<file path="config.mk">
export PLATFORM = sky130hd
export DESIGN_NAME = sb_hfosc
export DESIGN_NICKNAME = d
export VERILOG_FILES = /design/src/rtl/sb_hfosc_pkg.sv /design/src/rtl/hfosc_clkdiv.sv /design/src/rtl/sb_hfosc.sv
export SDC_FILE = /design/constraint.sdc
export NUM_CORES = 1
export LEC_CHECK = 0
export CAP_MARGIN = 5
export CORE_AREA = 4 4 41 43
export DETAILED_ROUTE_END_ITERATION = 12
export DIE_AREA = 0 0 45 47
export SLEW_MARGIN = 20
export SYNTH_ARGS = -nofsm -noshare
export SYNTH_HDL_FRONTEND = slang
export SYNTH_SLANG_ARGS = --single-unit
</file>
<file path="constraint.sdc">
create_clock -name clk -period 1.9 [get_ports clk]
set_input_delay 0.38 -clock clk [delete_from_list [all_inputs] [get_ports clk]]
set_output_delay 0.38 -clock clk [all_outputs]
set_load 0.05 [all_outputs]
</file>
<file path="src/rtl/sb_hfosc_pkg.sv">
// Shared types and helpers for the high-frequency oscillator model.
// The power state enum and the divider half-period helper live here.
package sb_hfosc_pkg;

   typedef enum logic [1:0] {
      OFF     = 2'd0,
      POWERUP = 2'd1,
      READY   = 2'd2
   } hfosc_state_t;

   // Half-period of CLKHF, in reference clock edges, for a given divide select.
   function automatic int unsigned hp(input int unsigned div);
      return 32'd1 << div;
   endfunction

endpackage

</file>
<file path="src/rtl/hfosc_clkdiv.sv">
// Divider for CLKHF with glitch-free stop: a high phase always runs its full
// half-period before the output parks low; dropping run kills the output at once.
module hfosc_clkdiv
   import sb_hfosc_pkg::*;
#(
   parameter int unsigned DIV = 0
) (
   input  logic clk,
   input  logic rst,
   input  logic run,
   input  logic en,
   output logic CLKHF
);

   localparam int unsigned CNT_W = (DIV > 1) ? DIV : 1;
   localparam int unsigned HALF  = hp(DIV);
   localparam logic [CNT_W-1:0] CNT_LAST = CNT_W'(HALF - 1);

   logic [CNT_W-1:0] div_cnt_reg;
   logic [CNT_W-1:0] div_cnt_next;
   logic             clkhf_reg;
   logic             clkhf_next;

   always_comb begin
      div_cnt_next = div_cnt_reg;
      clkhf_next   = clkhf_reg;
      if (!run) begin
         div_cnt_next = '0;
         clkhf_next   = 1'b0;
      end else if (en || clkhf_reg) begin
         // A high phase keeps counting after en drops, so it is never shortened.
         if (div_cnt_reg == CNT_LAST) begin
            div_cnt_next = '0;
            clkhf_next   = ~clkhf_reg;
         end else begin
            div_cnt_next = div_cnt_reg + 1'b1;
         end
      end else begin
         div_cnt_next = '0;
      end
   end

   always_ff @(posedge clk) begin
      if (rst) begin
         div_cnt_reg <= '0;
         clkhf_reg   <= 1'b0;
      end else begin
         div_cnt_reg <= div_cnt_next;
         clkhf_reg   <= clkhf_next;
      end
   end

   assign CLKHF = clkhf_reg;

endmodule

</file>
<file path="src/rtl/sb_hfosc.sv">
// Behavioural iCE40 HF oscillator: power-up sequencing FSM with a saturating
// delay counter, feeding a gated divider that produces CLKHF.
module sb_hfosc
   import sb_hfosc_pkg::*;
#(
   parameter logic [1:0]  CLKHF_DIV       = 2'b00,
   parameter int unsigned PU_DELAY_CYCLES = 16
) (
   input  logic clk,
   input  logic rst,
   input  logic CLKHFPU,
   input  logic CLKHFEN,
   output logic CLKHF
);

   localparam int unsigned PU_W = $clog2(PU_DELAY_CYCLES + 1);
   localparam logic [PU_W-1:0] PU_LAST = PU_W'(PU_DELAY_CYCLES - 1);
   localparam logic [PU_W-1:0] PU_MAX  = PU_W'(PU_DELAY_CYCLES);

   hfosc_state_t    state_reg;
   hfosc_state_t    state_next;
   logic [PU_W-1:0] pu_cnt_reg;
   logic [PU_W-1:0] pu_cnt_next;
   logic            run;

   always_comb begin
      state_next  = state_reg;
      pu_cnt_next = pu_cnt_reg;
      case (state_reg)
         OFF: begin
            pu_cnt_next = '0;
            if (CLKHFPU) state_next = POWERUP;
         end
         POWERUP: begin
            if (!CLKHFPU) begin
               state_next  = OFF;
               pu_cnt_next = '0;
            end else begin
               if (pu_cnt_reg != PU_MAX) pu_cnt_next = pu_cnt_reg + 1'b1;
               if (pu_cnt_reg == PU_LAST) state_next = READY;
            end
         end
         READY: begin
            if (!CLKHFPU) begin
               state_next  = OFF;
               pu_cnt_next = '0;
            end
         end
         default: begin
            state_next  = OFF;
            pu_cnt_next = '0;
         end
      endcase
   end

   always_ff @(posedge clk) begin
      if (rst) begin
         state_reg  <= OFF;
         pu_cnt_reg <= '0;
      end else begin
         state_reg  <= state_next;
         pu_cnt_reg <= pu_cnt_next;
      end
   end

   // Power-down must zero CLKHF on the same edge, so run looks at the live request.
   assign run = (state_reg == READY) && CLKHFPU;

   hfosc_clkdiv #(
      .DIV (int'(CLKHF_DIV))
   ) u_clkdiv (
      .clk   (clk),
      .rst   (rst),
      .run   (run),
      .en    (CLKHFEN),
      .CLKHF (CLKHF)
   );

endmodule

</file>
==> impl_metrics.json, run 1 <==
{
  "grt_pass1_vias": 348,
  "ys_seq_elements": 9,
  "viasPerCell": 5.15,
  "drt_first_pass_iters": 4,
  "final_antenna_net_count": 0,
  "ff_latch_area_um2": 180,
  "path_clk_slew_ns": 0.07,
  "critPathSlowestCell": "clkdlybuf4s50_1",
  "critical_path_arrival_ns": 1.42,
  "grt-ovfl-total": 0,
  "ctsResizeCount": 0,
  "antenna_found_initial": 0,
  "syn-cell-area_um2": 459,
  "grt_max_degree": 12,
  "worstSetupStartpointType": "flip-flop",
  "place_hpwl_um": 610,
  "maxCapViolations": 0,
  "fmax_mhz": 555,
  "hold_slack_ns": 0.477,
  "drt_iter0_drc": 5,
  "place_area_um2": 514,
  "drt_wl_total_um": 795,
  "synth_nets": 60,
  "power-per-cell-area_nw_per_um2": 673,
  "path_buf_inv": 1,
  "routed_wire_length_per_instance_um": 10.6,
  "die_h_um": 47,
  "drive_gt1_frac": 0.0833,
  "critPathKind": "reg2out",
  "synth.largest_area_cell": "dfxtp_1",
  "portBuffers": 4,
  "p_leak_nw": 0.211,
  "synthTopCellsByArea": "dfxtp_1 (39%), ha_1 (8.2%), a21oi_1 (4.4%)",
  "vias": 386,
  "cts_tree": "done",
  "grt_pass1_wl_um": 1430,
  "status": "completed",
  "ctsHoldBuffers": 0,
  "irDropWorstVdd_uv": 265,
  "die_x_um": 45,
  "cts_root_buf": "clkbuf_4",
  "n_antenna_cell": 0,
  "core-area_um2": 1300,
  "skew_ns": 0.00925,
  "area_delta_synth_final_pct": 18.0,
  "design_area_um2": 542,
  "synth_seq_area_share": 0.392,
  "grt_busiest_layer": "met2",
  "rsz0062_at_grt": "no",
  "drv_slew": 0,
  "cpLargestDelayFamily": "buffers and inverters",
  "largest_reg_flops": 5,
  "use_met2": 0.136,
  "num_rows": 13,
  "cts.sinks": 9,
  "drc": 0,
  "clock_latency_ns": 0.26,
  "io_pins": 5,
  "routabilityCongestion": 0.797,
  "synth_area_per_cell_um2": 8.66,
  "setup_tns_ns": 0,
  "cp-end-kind": "output pin",
  "hold_path_class": "reg2reg",
  "cp_slowest_stage_delay_ns": 0.81,
  "worstPathRequired_ns": 1.52,
  "htree_levels": 1,
  "multi_input_area_um2": 260,
  "yosysWarningCount": 0,
  "yosysUniqueCellTypes": 24,
  "grt.total_usage": 0.0944,
  "crit_path_cell_trace": "clkdlybuf4s50_1",
  "critPathMaxFanout": 3,
  "finalSetupViolations": 0,
  "postCtsSetupBuffers": 0,
  "cts_buffer_depth": 2,
  "nFillCells": 137,
  "grtUsageMet1": 0.115,
  "finalHoldViolations": 0,
  "synthCells": 53,
  "initial_core_util": 0.353,
  "period_minus_slack_ns": 1.80,
  "cts_buffers": 3,
  "grt_use_met3": 0.0460,
  "synth_top_area_share": 0.392,
  "dieArea_um2": 2120,
  "post-route-period-util": 0.948,
  "nets": 68
}
[Yosys cell counts]
cell / count
clkbuf_1: 1
a21oi_1: 4
nor2_1: 5
nand2_1: 4
nand3b_1: 2
conb_1: 1
nor4bb_2: 1
nor2b_1: 2
o2bb2ai_1: 2
ha_1: 3
nor3b_1: 2
nand3_1: 1
o21ai_0: 1
or4_1: 1
nand4_1: 1
and3_1: 1
dfxtp_1: 9
nor3_1: 1
a32o_1: 1
inv_1: 4
a31oi_1: 1
o211ai_1: 1
and3b_1: 2
nand2b_1: 2
[layer usage]
layer | vias up | share of wire
met4 | 0 | 0
li1 | 201 | -
met5 | - | 0
met1 | 180 | 0.51
met2 | 5 | 0.44
met3 | 0 | 0.053
[per-stage QoR]
step	setup slack [ns]	total power, mW	std cells	utilization
floorplan	0.430	0.210	53	-
global placement	0.186	0.220	71	0.395
detailed placement	0.154	0.220	71	0.395
CTS	0.0816	0.371	75	0.416
global route	0.0448	0.382	75	0.416
finish	0.0991	0.365	75	0.416
[final timing paths]
check                       from            end  slack (ns)  cells past startpoint
hold reg to reg    pu_cnt_reg[4]  pu_cnt_reg[4]        0.48                      2
setup / recovery  u_clkdiv.CLKHF          CLKHF         0.1                      1
hold / removal     pu_cnt_reg[4]  pu_cnt_reg[4]        0.48                      2
setup reg to reg   pu_cnt_reg[0]  pu_cnt_reg[3]        0.34                      5
[layout make-up]
cell class | instances | area share
inverter | 4 | 0.0277
timing repair buffer | 4 | 0.0739
clock inverter | 1 | 0.00924
tap | 15 | 0.0346
sequential | 9 | 0.333
clock buffer | 3 | 0.0416
multi-input combinational | 39 | 0.480
[report_power, final]
part / switching (mW) / leakage (nW) / internal [mW]
Sequential: 0.00297 / 0.0732 / 0.191
Clock: 0.0715 / 0.0177 / 0.0776
Combinational: 0.00982 / 0.120 / 0.0112
[placed cells by master, fill, tap and decap left out, drive strengths merged, types with 2 or more instances in the layout]
cell	instances
a21oi	4
and3b	2
clkbuf	3
clkdlybuf4s50	4
dfxtp	9
ha	3
inv	4
nand2	4
nand2b	2
nand3b	2
nor2	5
nor2b	2
nor3b	2
o2bb2ai	2
[kinds of logic after synthesis]
logic type               Yosys count  share of synthesized area
AND/OR/NAND/NOR                   25                      0.332
other                              1                    0.00817
buffers and inverters              5                     0.0409
adder cells (fa/ha/maj)            3                     0.0818
flip-flops                         9                      0.392
AO/OA/AOI/OAI                     10                      0.144
(Power assumes the default switching activity.)
==> run 2: changes to the inputs <==
Settings changed: SLEW_MARGIN 20 to default.
==> results of run 2 <==
No change in the layout: final DEF, timing and power equal those of run 1.
==> run 3: changes to the inputs <==
==> constraint.sdc (replaced) <==
create_clock -name clk -period 1.9 [get_ports clk]
set_input_delay 0.19 -clock clk [delete_from_list [all_inputs] [get_ports clk]]
set_output_delay 0.19 -clock clk [all_outputs]
set_load 0.05 [all_outputs]
==> impl_metrics.json, run 3 (synthesized netlist as in run 1, its figures left out) <==
{
  "viasPerCell": 4.96,
  "cts_root_buf": "clkbuf_4",
  "vias": 372,
  "skew_ns": 0.00451,
  "portBuffers": 4,
  "irDropWorstVdd_uv": 371,
  "layout_commonest_cell": "dfxtp_1",
  "die_h_um": 47,
  "cpLargestDelayFamily": "buffers and inverters",
  "drt_iter0_drc": 14,
  "drv_slew": 0,
  "status": "completed",
  "nets": 68,
  "antenna_found_initial": 0,
  "htree_levels": 1,
  "grt_pass1_vias": 340,
  "drt_first_pass_iters": 4,
  "rsz0062_at_grt": "no",
  "fin_cells": 75,
  "setup_slack_ns": 0.300,
  "drive_gt1_frac": 0.0667,
  "power-per-cell-area_nw_per_um2": 676,
  "io_pins": 5,
  "cts_buffers": 3,
  "crit_cells": 1,
  "final_antenna_net_count": 0,
  "timing.rr.start": "pu_cnt_reg[0]",
  "n_antenna_cell": 0,
  "r2r_end": "pu_cnt_reg[3]",
  "r2r_setup_slack_ns": 0.35,
  "area_delta_synth_final_pct": 17.7,
  "worstSetupStartpointType": "flip-flop",
  "num_rows": 13,
  "dp_cells": 71,
  "cts_tree": "done",
  "die_x_um": 45,
  "period_minus_slack_ns": 1.60,
  "cts.sinks": 9,
  "routabilityCongestion": 0.760,
  "ctsHoldBuffers": 0,
  "setup_tns_ns": 0,
  "final_cell_mix": "dfxtp_1 (9), nor2_1 (5)",
  "crit_path_end": "CLKHF",
  "initial_core_util": 0.353,
  "hold_path_class": "reg2reg",
  "grt.total_usage": 0.0944,
  "finalHoldViolations": 0,
  "reg2reg_depth": 5,
  "core-area_um2": 1300,
  "routed_wire_length_per_instance_um": 11.1,
  "crit_start": "u_clkdiv.CLKHF",
  "ctsResizeCount": 0,
  "fmax_mhz": 625,
  "grt_pass1_wl_um": 1390,
  "grt-ovfl-total": 0,
  "finalSetupViolations": 0,
  "crit_path_cell_trace": "clkdlybuf4s50_1",
  "drt_wl_total_um": 829,
  "place_ws_ns": 0.345,
  "dieArea_um2": 2120,
  "cp-end-kind": "output pin",
  "maxCapViolations": 0,
  "grt_max_degree": 12,
  "p_leak_nw": 0.208,
  "critPathMaxFanout": 3,
  "place_hpwl_um": 616,
  "clock_latency_ns": 0.26,
  "largest_reg_flops": 5,
  "postCtsSetupBuffers": 0,
  "critPathKind": "reg2out",
  "cp_slowest_stage_delay_ns": 0.80,
  "path_clk_slew_ns": 0.06,
  "post-route-period-util": 0.842,
  "cts_buffer_depth": 2,
  "critical_path_arrival_ns": 1.41,
  "path_buf_inv": 1,
  "drc": 0,
  "worstPathRequired_ns": 1.71,
  "critPathSlowestCell": "clkdlybuf4s50_1"
}
-- run 3: cell count changes in the layout (fill, tap and decap cells not counted), sizes merged --
cell,previous run,this run
clkinv,1,0
clkbuf,3,4
-- run 3: worst min-delay path by stage --
stage	start	end	slack [ns]	cells past startpoint
after global routing	pu_cnt_reg[4]	pu_cnt_reg[4]	0.52	2
after detailed placement	pu_cnt_reg[4]	pu_cnt_reg[4]	0.47	2
after floorplan	CLKHFPU	u_clkdiv.CLKHF	0.36	2
final	pu_cnt_reg[4]	pu_cnt_reg[4]	0.47	2
after global placement	pu_cnt_reg[4]	pu_cnt_reg[4]	0.47	2
after CTS	pu_cnt_reg[4]	pu_cnt_reg[4]	0.47	2
-- run 3: stage by stage --
step           hold slack (ns)  power, mW  instance area [µm²]   util
4_1_cts                  0.475      0.371                  541  0.415
3_5_place_dp             0.466      0.220                  514  0.395
6_report                 0.473      0.365                  541  0.415
3_3_place_gp             0.466      0.220                  514  0.395
5_1_grt                  0.517      0.382                  541  0.415
2_1_floorplan            0.357      0.210                  459      -
-- run 3: per-layer routing --
layer / wire length [µm] / track usage / vias to the layer above
li1: - / - / 199
met3: 48 / 0.0460 / 2
met2: 396 / 0.150 / 6
met1: 380 / 0.110 / 165
met5: 0 / 0 / -
met4: 4 / 0.0351 / 0
-- run 3: report_power, final --
part,internal (mW),switching (mW)
Combinational,0.0112,0.00993
Sequential,0.192,0.00293
Clock,0.0811,0.0687
Total,0.284,0.0816
-- run 3: final cells by class --
cell class | instances | area (µm²)
clock buffers | 4 | 26.3
flip-flops and latches | 9 | 180
fillers | 148 | 761
inverters | 4 | 15.0
repair buffers | 4 | 40.0
multi-input cells | 39 | 260
well taps | 15 | 18.8
